File: config.mk
export PLATFORM = sky130hd
export DESIGN_NAME = tinyqv_debug_uart_fifo
export DESIGN_NICKNAME = d
export VERILOG_FILES = /design/src/rtl/tinyqv_uart_pkg.sv /design/src/rtl/tinyqv_sync_fifo.sv /design/src/rtl/tinyqv_debug_uart_fifo.sv
export SDC_FILE = /design/constraint.sdc
export NUM_CORES = 1
export LEC_CHECK = 0
export BUFFER_PORTS_ARGS = -buffer_cell sky130_fd_sc_hd__buf_4
export CAP_MARGIN = 30
export CORE_ASPECT_RATIO = 0.7
export CORE_UTILIZATION = 40
export CTS_CLUSTER_SIZE = 14
export DETAILED_ROUTE_END_ITERATION = 6
export MAX_ROUTING_LAYER = met4
export SYNTH_ARGS = -nofsm -noshare
export SYNTH_HDL_FRONTEND = slang
export SYNTH_SLANG_ARGS = --single-unit
File: constraint.sdc
create_clock -name clk -period 5.1 [get_ports clk]
set_clock_uncertainty 0.15 [all_clocks]
set_input_delay 0.255 -clock clk [delete_from_list [all_inputs] [get_ports clk]]
set_output_delay 0.255 -clock clk [all_outputs]
set_load 0.02 [all_outputs]
File: src/rtl/tinyqv_uart_pkg.sv
// Shared constants and types for the TinyQV debug UART with TX FIFO.
package tinyqv_uart_pkg;

    localparam logic [3:0] REG_DATA    = 4'h0;
    localparam logic [3:0] REG_STATUS  = 4'h4;
    localparam logic [3:0] REG_DIVIDER = 4'h8;
    localparam logic [3:0] REG_CTRL    = 4'hC;

    localparam int STATUS_BUSY_BIT  = 0;
    localparam int STATUS_FULL_BIT  = 1;
    localparam int STATUS_EMPTY_BIT = 2;
    localparam int STATUS_OVF_BIT   = 3;
    localparam int STATUS_COUNT_LSB = 8;

    localparam int CTRL_IRQ_EN_BIT  = 0;
    localparam int CTRL_THRESH_LSB  = 8;

    localparam int MIN_DIVIDER = 4;

    typedef enum logic [1:0] {
        ST_IDLE,
        ST_START,
        ST_DATA,
        ST_STOP
    } tx_state_t;

endpackage

File: src/rtl/tinyqv_sync_fifo.sv
// Synchronous power-of-two FIFO with occupancy count; pushes to a full FIFO
// and pops from an empty one are ignored.
module tinyqv_sync_fifo #(
    parameter int WIDTH = 8,
    parameter int DEPTH = 16,
    localparam int AW = $clog2(DEPTH),
    localparam int CW = AW + 1
) (
    input  logic             clk,
    input  logic             rst,
    input  logic             push,
    input  logic [WIDTH-1:0] din,
    input  logic             pop,
    output logic [WIDTH-1:0] dout,
    output logic             full,
    output logic             empty,
    output logic [CW-1:0]    count
);

    logic [WIDTH-1:0] mem [DEPTH];
    logic [AW-1:0]    wr_ptr;
    logic [AW-1:0]    rd_ptr;
    logic             push_ok;
    logic             pop_ok;

    assign full    = (count == CW'(DEPTH));
    assign empty   = (count == '0);
    assign push_ok = push && !full;
    assign pop_ok  = pop && !empty;
    assign dout    = mem[rd_ptr];

    always_ff @(posedge clk) begin
        if (push_ok)
            mem[wr_ptr] <= din;
    end

    // Pointers are exactly AW bits wide, so they wrap modulo DEPTH on their own.
    always_ff @(posedge clk or posedge rst) begin
        if (rst) begin
            wr_ptr <= '0;
            rd_ptr <= '0;
            count  <= '0;
        end else begin
            if (push_ok)
                wr_ptr <= wr_ptr + AW'(1);
            if (pop_ok)
                rd_ptr <= rd_ptr + AW'(1);
            count <= count + CW'(push_ok) - CW'(pop_ok);
        end
    end

endmodule

File: src/rtl/tinyqv_debug_uart_fifo.sv
// TinyQV peripheral UART transmitter: byte FIFO, programmable baud divider,
// sticky overflow flag and a level-triggered FIFO-threshold interrupt.
module tinyqv_debug_uart_fifo
    import tinyqv_uart_pkg::*;
#(
    parameter int CLOCK_HZ     = 64_000_000,
    parameter int DEFAULT_BAUD = 115_200,
    parameter int FIFO_DEPTH   = 16,
    parameter int DIV_WIDTH    = 16
) (
    input  logic        clk,
    input  logic        rst,
    input  logic [3:0]  addr_in,
    input  logic [31:0] data_in,
    input  logic [1:0]  data_write_n,
    input  logic [1:0]  data_read_n,
    output logic [31:0] data_out,
    output logic        data_ready,
    output logic        uart_txd,
    output logic        interrupt
);

    localparam int CW          = $clog2(FIFO_DEPTH) + 1;
    localparam int RAW_DIV     = CLOCK_HZ / DEFAULT_BAUD;
    localparam int RESET_DIV   = (RAW_DIV < MIN_DIVIDER) ? MIN_DIVIDER : RAW_DIV;

    logic                 wr_en;
    logic                 rd_en;
    logic                 sel_data;
    logic                 sel_status;
    logic                 sel_divider;
    logic                 sel_ctrl;

    logic [DIV_WIDTH-1:0] divider;
    logic [DIV_WIDTH-1:0] wr_div;
    logic                 irq_en;
    logic [7:0]           threshold;
    logic                 overflow;
    logic                 irq_en_next;
    logic [7:0]           threshold_next;
    logic [CW-1:0]        count_next;

    logic                 fifo_push;
    logic                 fifo_pop;
    logic [7:0]           fifo_dout;
    logic                 fifo_full;
    logic                 fifo_empty;
    logic [CW-1:0]        fifo_count;

    tx_state_t            state;
    logic [7:0]           tx_shift;
    logic [2:0]           bit_idx;
    logic [DIV_WIDTH-1:0] baud_cnt;
    logic [DIV_WIDTH-1:0] frame_div;
    logic                 baud_end;
    logic                 unused_ok;

    assign wr_en       = (data_write_n != 2'b11);
    assign rd_en       = (data_read_n != 2'b11);
    assign sel_data    = (addr_in[3:2] == REG_DATA[3:2]);
    assign sel_status  = (addr_in[3:2] == REG_STATUS[3:2]);
    assign sel_divider = (addr_in[3:2] == REG_DIVIDER[3:2]);
    assign sel_ctrl    = (addr_in[3:2] == REG_CTRL[3:2]);
    assign data_ready  = 1'b1;
    assign wr_div      = data_in[DIV_WIDTH-1:0];
    assign fifo_push   = wr_en && sel_data;
    assign baud_end    = (baud_cnt == frame_div - DIV_WIDTH'(1));
    assign unused_ok   = &{1'b0, addr_in[1:0], data_in[31:16]};

    tinyqv_sync_fifo #(
        .WIDTH(8),
        .DEPTH(FIFO_DEPTH)
    ) u_fifo (
        .clk  (clk),
        .rst  (rst),
        .push (fifo_push),
        .din  (data_in[7:0]),
        .pop  (fifo_pop),
        .dout (fifo_dout),
        .full (fifo_full),
        .empty(fifo_empty),
        .count(fifo_count)
    );

    always_comb begin
        fifo_pop = 1'b0;
        if (!fifo_empty) begin
            case (state)
                ST_IDLE: fifo_pop = 1'b1;
                ST_STOP: fifo_pop = baud_end;
                default: fifo_pop = 1'b0;
            endcase
        end
    end

    // The interrupt is computed from next-cycle register values so that it
    // changes together with STATUS rather than a cycle behind it.
    assign irq_en_next    = (wr_en && sel_ctrl) ? data_in[CTRL_IRQ_EN_BIT] : irq_en;
    assign threshold_next = (wr_en && sel_ctrl) ? data_in[CTRL_THRESH_LSB +: 8] : threshold;
    assign count_next     = fifo_count + CW'(fifo_push && !fifo_full) - CW'(fifo_pop);

    always_ff @(posedge clk or posedge rst) begin
        if (rst) begin
            divider   <= DIV_WIDTH'(RESET_DIV);
            irq_en    <= 1'b0;
            threshold <= '0;
            overflow  <= 1'b0;
            interrupt <= 1'b0;
        end else begin
            irq_en    <= irq_en_next;
            threshold <= threshold_next;
            interrupt <= irq_en_next && (32'(count_next) <= 32'(threshold_next));
            if (wr_en && sel_divider)
                divider <= (wr_div < DIV_WIDTH'(MIN_DIVIDER)) ? DIV_WIDTH'(MIN_DIVIDER) : wr_div;
            if (fifo_push && fifo_full)
                overflow <= 1'b1;
            else if (wr_en && sel_status && data_in[STATUS_OVF_BIT])
                overflow <= 1'b0;
        end
    end

    // Shifter: the divider is latched per frame, and STOP chains straight into
    // the next START when more data is queued.
    always_ff @(posedge clk or posedge rst) begin
        if (rst) begin
            state     <= ST_IDLE;
            tx_shift  <= '0;
            bit_idx   <= '0;
            baud_cnt  <= '0;
            frame_div <= DIV_WIDTH'(MIN_DIVIDER);
            uart_txd  <= 1'b1;
        end else begin
            case (state)
                ST_IDLE: begin
                    if (!fifo_empty) begin
                        state     <= ST_START;
                        tx_shift  <= fifo_dout;
                        frame_div <= divider;
                        baud_cnt  <= '0;
                        uart_txd  <= 1'b0;
                    end
                end
                ST_START: begin
                    if (baud_end) begin
                        state    <= ST_DATA;
                        baud_cnt <= '0;
                        bit_idx  <= '0;
                        uart_txd <= tx_shift[0];
                    end else begin
                        baud_cnt <= baud_cnt + DIV_WIDTH'(1);
                    end
                end
                ST_DATA: begin
                    if (baud_end) begin
                        baud_cnt <= '0;
                        if (bit_idx == 3'd7) begin
                            state    <= ST_STOP;
                            uart_txd <= 1'b1;
                        end else begin
                            bit_idx  <= bit_idx + 3'd1;
                            uart_txd <= tx_shift[bit_idx + 3'd1];
                        end
                    end else begin
                        baud_cnt <= baud_cnt + DIV_WIDTH'(1);
                    end
                end
                ST_STOP: begin
                    if (baud_end) begin
                        baud_cnt <= '0;
                        if (!fifo_empty) begin
                            state     <= ST_START;
                            tx_shift  <= fifo_dout;
                            frame_div <= divider;
                            uart_txd  <= 1'b0;
                        end else begin
                            state <= ST_IDLE;
                        end
                    end else begin
                        baud_cnt <= baud_cnt + DIV_WIDTH'(1);
                    end
                end
                default: state <= ST_IDLE;
            endcase
        end
    end

    always_comb begin
        data_out = '0;
        if (rd_en) begin
            if (sel_status) begin
                data_out[STATUS_BUSY_BIT]            = (state != ST_IDLE) || !fifo_empty;
                data_out[STATUS_FULL_BIT]            = fifo_full;
                data_out[STATUS_EMPTY_BIT]           = fifo_empty;
                data_out[STATUS_OVF_BIT]             = overflow;
                data_out[STATUS_COUNT_LSB +: CW]     = fifo_count;
            end else if (sel_divider) begin
                data_out[DIV_WIDTH-1:0] = divider;
            end else if (sel_ctrl) begin
                data_out[CTRL_IRQ_EN_BIT]        = irq_en;
                data_out[CTRL_THRESH_LSB +: 8]   = threshold;
            end
        end
    end

endmodule

## After elaboration in Yosys (flattened, before gate mapping)

Memories as Yosys holds them, arrays and structs flattened.
Index checks and enable logic that the tools add are counted.

| operators by class | value |
|---|---|
| add/sub/neg operators | 8 |
| order comparisons | 3 |
| eq/ne operators | 17 |
| muxes and demuxes | 47 |
| reduce and logical (&&, ||, !) cells | 24 |

Operators with widths:

| cell | number |
|---|---|
| 2-to-1 mux 16 bit | 6 |
| case mux 16 bit (2 select lines) | 2 |
| 2-to-1 mux 8 bit | 5 |
| adder 16 x 1 -> 16 bit, second input constant | 1 |
| == test 16 bit | 1 |
| less-than comparator 16 x 3 -> 1 bit, second input constant | 1 |
| != test 2 bit, second input constant | 8 |
| case mux 8 bit (2 select lines) | 1 |
| subtractor 16 x 1 -> 16 bit, second input constant | 1 |
| 2-to-1 mux 1 bit | 15 |
| 2-to-1 mux 3 bit | 4 |
| 2-to-1 mux 2 bit | 5 |
| subtractor 5 x 1 -> 5 bit | 2 |
| logical AND 1 bit | 9 |
| adder 4 x 1 -> 4 bit, second input constant | 2 |
| == test 2 bit, second input constant | 4 |
| <= comparator 5 x 8 -> 1 bit | 1 |
| 2-to-1 mux 4 bit | 2 |
| case mux 2 bit (4 select lines) | 1 |
| nonzero test 2 bit | 4 |
| 2-to-1 mux 7 bit | 1 |
| case mux 3 bit (2 select lines) | 1 |
| adder 5 x 1 -> 5 bit | 1 |
| == test 5 bit, second input constant | 1 |
| 17 further kinds | 20 |

| word-level totals | value |
|---|---|
| flip-flop bits (word level) | 86 |
| bits in writable memories | 128 |
| logic and storage cells | 114 |
| memories kept | 1 |

Memory list:

| memory | words | width | read ports | clocked after Yosys merged registers in | write ports | RTL line | RTL |
|---|---|---|---|---|---|---|---|
| u_fifo.mem | 16 | 8 | 1 | 0 | 1 | tinyqv_sync_fifo.sv:20 | `logic [WIDTH-1:0] mem [DEPTH];` |

## Longest topological paths before layout

| logic depth | value |
|---|---|
| depth after elaboration | 7 |
| mapped depth | 21 |

## Hierarchy

Synthesis repeated with hierarchy kept, for this count alone.

| unflattened totals | value |
|---|---|
| cells, all modules | 796 |
| area, all modules | 10722.8 um^2 |

By module, submodules not included:

| module | instances | cells an instance | area each (um^2) |
|---|---|---|---|
| tinyqv_sync_fifo | 1 | 320 | 5866.9 |
| tinyqv_debug_uart_fifo | 1 | 476 | 4855.9 |

## Least setup slack after synthesis

No wires, ideal clock.

| timing | value |
|---|---|
| kind | reg-to-reg |
| start | register frame_div[0] |
| end | register interrupt |
| library setup time | 139 ps |
| arrival time | 4431 ps |
| path slack | 380 ps |
| stages on the path, launching flop included | 22 |
| path buffers | 2 |
| cells stage by stage | dfrtp_1 inv_1 ha_1 or4b_4 buf_6 or4_1 a32o_1 a21o_1 o2111ai_2 buf_4 o21ai_1 and2_1 ha_1 ha_1 nor2_1 a21oi_1 a32oi_1 xnor2_1 ha_1 and4_1 a2111oi_0 a21boi_0 |

| between the ends | value |
|---|---|
| longest elaborated chain between the ends | 7 |

Ends and longest elaborated chain:

| item | RTL line | RTL |
|---|---|---|
| start: declaration | tinyqv_debug_uart_fifo.sv:54 | `logic [DIV_WIDTH-1:0] frame_div;` |
| start signal: assignment | tinyqv_debug_uart_fifo.sv:130 | `frame_div <= DIV_WIDTH'(MIN_DIVIDER);` |
| start signal: assignment | tinyqv_debug_uart_fifo.sv:138 | `frame_div <= divider;` |
| start signal: assignment | tinyqv_debug_uart_fifo.sv:173 | `frame_div <= divider;` |
| subtractor 16 x 1 -> 16 bit | tinyqv_debug_uart_fifo.sv:67 | `assign baud_end = (baud_cnt == frame_div - DIV_WIDTH'(1));` |
| == test 16 bit | tinyqv_debug_uart_fifo.sv:67 |  |
| case mux 1 bit (2 select lines) | tinyqv_debug_uart_fifo.sv:88 | `case (state)` |
| 2-to-1 mux 1 bit | tinyqv_debug_uart_fifo.sv:87 | `if (!fifo_empty) begin` |
| subtractor 5 x 1 -> 5 bit | tinyqv_debug_uart_fifo.sv:100 | `assign count_next = fifo_count + CW'(fifo_push && !fifo_full) - CW'(fifo_pop);` |
| <= comparator 5 x 8 -> 1 bit | tinyqv_debug_uart_fifo.sv:112 | `interrupt <= irq_en_next && (32'(count_next) <= 32'(threshold_next));` |
| logical AND 1 bit | tinyqv_debug_uart_fifo.sv:112 |  |
| end signal: assignment | tinyqv_debug_uart_fifo.sv:112 |  |
| end: declaration | tinyqv_debug_uart_fifo.sv:20 | `output logic interrupt` |

No other way between the ends.
A chain may end at the register's enable or synchronous reset.

## Worst setup path after layout

Same ends and word-level chain as after synthesis.

==> key figures <==
Yosys
  – Predominant post-synthesis flop cell: edfxtp_1
  – Top cell type by total area after synthesis: edfxtp_1
  – Distinct cells, synth: 64
  – Sequential element share of the synthesized area: 55.8%
  – #FFs+latches synth: 214
  – Synth top area share: roughly 36%
  – Post-synth ARST share: 40.2%
  – Post-Syn Area: 10800 um^2
  – Syn. warnings: 0
  – Cell count after synthesis: 887
  – Top post-synthesis cells by area: edfxtp_1, dfrtp_1, mux4_2
  – Avg Cell Area, Syn: 12.1 um^2
  – Post-synth EDFFs: 128

Route
  – DRT Pass-1 Iters: 5
  – 1st-iter DRT viols: 606
  – Via count: between 7000 and 8000
  – Post-DR wirelength/cell: ~19 um
  – Vias per inst: 5.50
  – DRC: 0
  – Final WL: 24.6 mm
  – Post-DRT Antenna Nets: 0

Cells and area
  – Area Overhead vs Synth: 13.9%
  – Share of layout cells above drive strength 1: about 18%
  – Util after Layout: 47.0%
  – # fillers: between 2000 and 2500
  – Inserted Diodes: 0
  – Nets: around 1000
  – Post-route cell area: 12300 um^2

Clocking
  – Sink Count: ~210
  – Root Buffer: clkbuf_16
  – Post-CTS setup buffers: 0
  – Reg clk slew, reported paths: about 0.070 ns
  – Total clock buffers created by CTS: 22
  – CTS tree: done
  – Insertion delay to the later sink of the worst-skew pair: 0.53 ns
  – CTS max path bufs: 3
  – H-tree lvl count: 1

Flow run
  – Max Cap Viol: 0

Worst setup path
  – R2r startpoint: frame_div[0]$_DFFE_PP0P_
  – Data arrival time of the critical path: 5.03 ns
  – Crit. Startpoint: frame_div[0]$_DFFE_PP0P_
  – CP Class: flop to flop
  – R2R Setup Slk: 0.31 ns
  – CP endpoint kind: flop
  – CP required: 5.35 ns
  – Critical Path Source Type: flop
  – Max FO, Critical Path: 8

Floorplan
  – Site Rows: 49
  – Area of the core: around 26000 um^2
  – Chip width: 198 um
  – Full die area: approximately 28000 um^2
  – Chip height: between 100 and 150 um
  – IO Pins: 77
  – Initial Util: roughly two fifths

STA
  – RSZ-0062 raised after global routing: false
  – Final hold vios: 0
  – Achievable Freq: 209 MHz
  – Final period util: 93.8%
  – TNS Setup: 0 ns
  – Final Max Slew Viols: 0
  – Final setup fails: 0
  – Hold Slack: 0.232 ns
  – Worst slew margin relative to its limit: 38.9%
  – Worst slew pin tran: 0.915 ns
  – Minimum clock period: 4.79 ns

GRT
  – First-pass GRT wire length: 39.3 mm
  – Vias in the first global route: 6771
  – Grt ovf: 0
  – Initial antenna violation count: 0
  – Largest net degree at the start of global routing: roughly 80
  – Overall global routing resource usage: 18.9%

Placed design
  – Buffers on Ports: 41
  – GPL Wtd Cong: 0.863
  – Post-DP HPWL: 16.4 mm
  – Post-DP Area: 11300 um^2

Min path
  – Worst Hold Class: input pin to flop
  – Hold_sp: data_write_n[1]

Run status
  – Status: complete, no violations

Power and ir drop
  – PD cells: roughly 550 nW/um^2
  – P_leak: roughly 4.7 nW
  – Maximum vdd drop: 0.000329 V
logic make-up (layout without fill, tap and decap cells):
family | Yosys count | count (layout) | share of synthesized area (%)
compound gates | 168 | 168 | 10.7
xor+xnor | 33 | 33 | 2.69
fa+ha+maj | 25 | 25 | 2.91
buf+inv | 100 | 143 | 4.49
flops | 214 | 214 | 55.8
mux | 77 | 77 | 10.5
other cells | 2 | 17 | 0.0698
simple gates | 268 | 268 | 12.9
flip-flops by register name, indices dropped and copies added (netlist names):
signal / cells
interrupt: 1
u_fifo.mem: 128
frame_div: 16
baud_cnt: 16
uart_txd: 1
divider: 16
state: 2
overflow: 1
threshold: 8
tx_shift: 8
irq_en: 1
u_fifo.count: 5
u_fifo.wr_ptr: 4
u_fifo.rd_ptr: 4
bit_idx: 3
synthesized netlist by cell type, drive strengths merged, types with 7 or more instances:
| master | number |
|---|---|
| nand3 | 45 |
| nand2 | 60 |
| o21ai | 29 |
| o211ai | 17 |
| nor4 | 12 |
| xor2 | 9 |
| mux4 | 26 |
| a221oi | 8 |
| nor2 | 48 |
| mux2 | 25 |
| nor3 | 12 |
| ha | 25 |
| edfxtp | 128 |
| and3 | 20 |
| nand2b | 7 |
| a22o | 10 |
| or3b | 8 |
| nor2b | 9 |
| mux2i | 26 |
| xnor2 | 24 |
| clkbuf | 35 |
| dfrtp | 79 |
| and2 | 12 |
| inv | 26 |
| buf | 38 |
| a22oi | 25 |
| dfstp | 7 |
| a21oi | 39 |
stage by stage:
| step | worst slack (ns) | total power, W | std cells |
|---|---|---|---|
| detailed placement | 0.283 | 0.00507 | 1242 |
| finish | 0.314 | 0.00670 | 1302 |
| global route | 0.0314 | 0.00714 | 1302 |
| floorplan | 0.380 | 0.00441 | 902 |
| global placement | 0.342 | 0.00502 | 1242 |
| CTS | 0.240 | 0.00670 | 1302 |
cells in the final DEF, fill, tap and decap left out, types with 26 or more instances in the layout:
master / Yosys / layout
a21oi_1: 39 / 39
buf_4: 21 / 56
dfrtp_1: 79 / 78
edfxtp_1: 128 / 128
mux2i_1: 26 / 26
mux4_2: 26 / 26
nand2_1: 60 / 60
nand3_1: 45 / 45
nor2_1: 48 / 47
worst max-delay path, cell delays in order (launching register included):
cell and delay (ns):
dfrtp_1 0.44, inv_1 0.08, ha_1 0.19, or4b_4 0.54, or4_1 0.49, a32o_1 0.25, a21o_1 0.18, o2111ai_4 0.10
o21ai_2 0.10, and2_1 0.20, ha_1 0.20, ha_1 0.24, nor2_1 0.10, a21oi_1 0.05, a32oi_1 0.23, xnor2_1 0.16
ha_1 0.27, and4_1 0.20, a2111oi_1 0.35, a21boi_0 0.15
final timing paths:
path                       cells after the start                            to
setup reg to reg                              19           interrupt$_DFF_PP0_
min in group asynchronous                      3       divider[12]$_DFFE_PP0P_
max in group asynchronous                      4          uart_txd$_DFFE_PP1P_
setup / recovery                              19           interrupt$_DFF_PP0_
hold reg to reg                                2        threshold[4]$_DFF_PP0_
hold / removal                                 5  u_fifo.wr_ptr[0]$_DFFE_PP0P_
per-layer routing:
layer  global-route usage [%]  part of all wire [%]
met5                        -                     0
met4                     3.59                   1.8
met3                     2.57                   4.6
met2                     25.5                    41
met1                     30.0                    53
timing repair:
action / CTS / global route
endpoints found under the hold margin: 191 / 0
hold buffers: 20 / 0
endpoints found under the setup margin: 0 / 1
resized for setup: 0 / 3
final cells by class:
type / instances / area (um^2) / area share, %
Clock buffer: 29 / 607 / 4.95
Timing Repair Buffer: 76 / 621 / 5.06
Multi-Input combinational cell: 588 / 4360 / 35.6
Clock inverter: 11 / 118 / 0.959
Sequential cell: 214 / 6010 / 49.0
Inverter: 27 / 103 / 0.837
Tap cell: 357 / 447 / 3.64
power breakdown:
group / internal, W / switching [W] / total [W] / leakage, nW
sequential: 0.00212 / 0.000340 / 0.00246 / 2.18
combinational: 0.00112 / 0.00152 / 0.00263 / 2.16
clock: 0.000903 / 0.000707 / 0.00161 / 0.343
No activity file was read; power rests on OpenSTA's default activity.
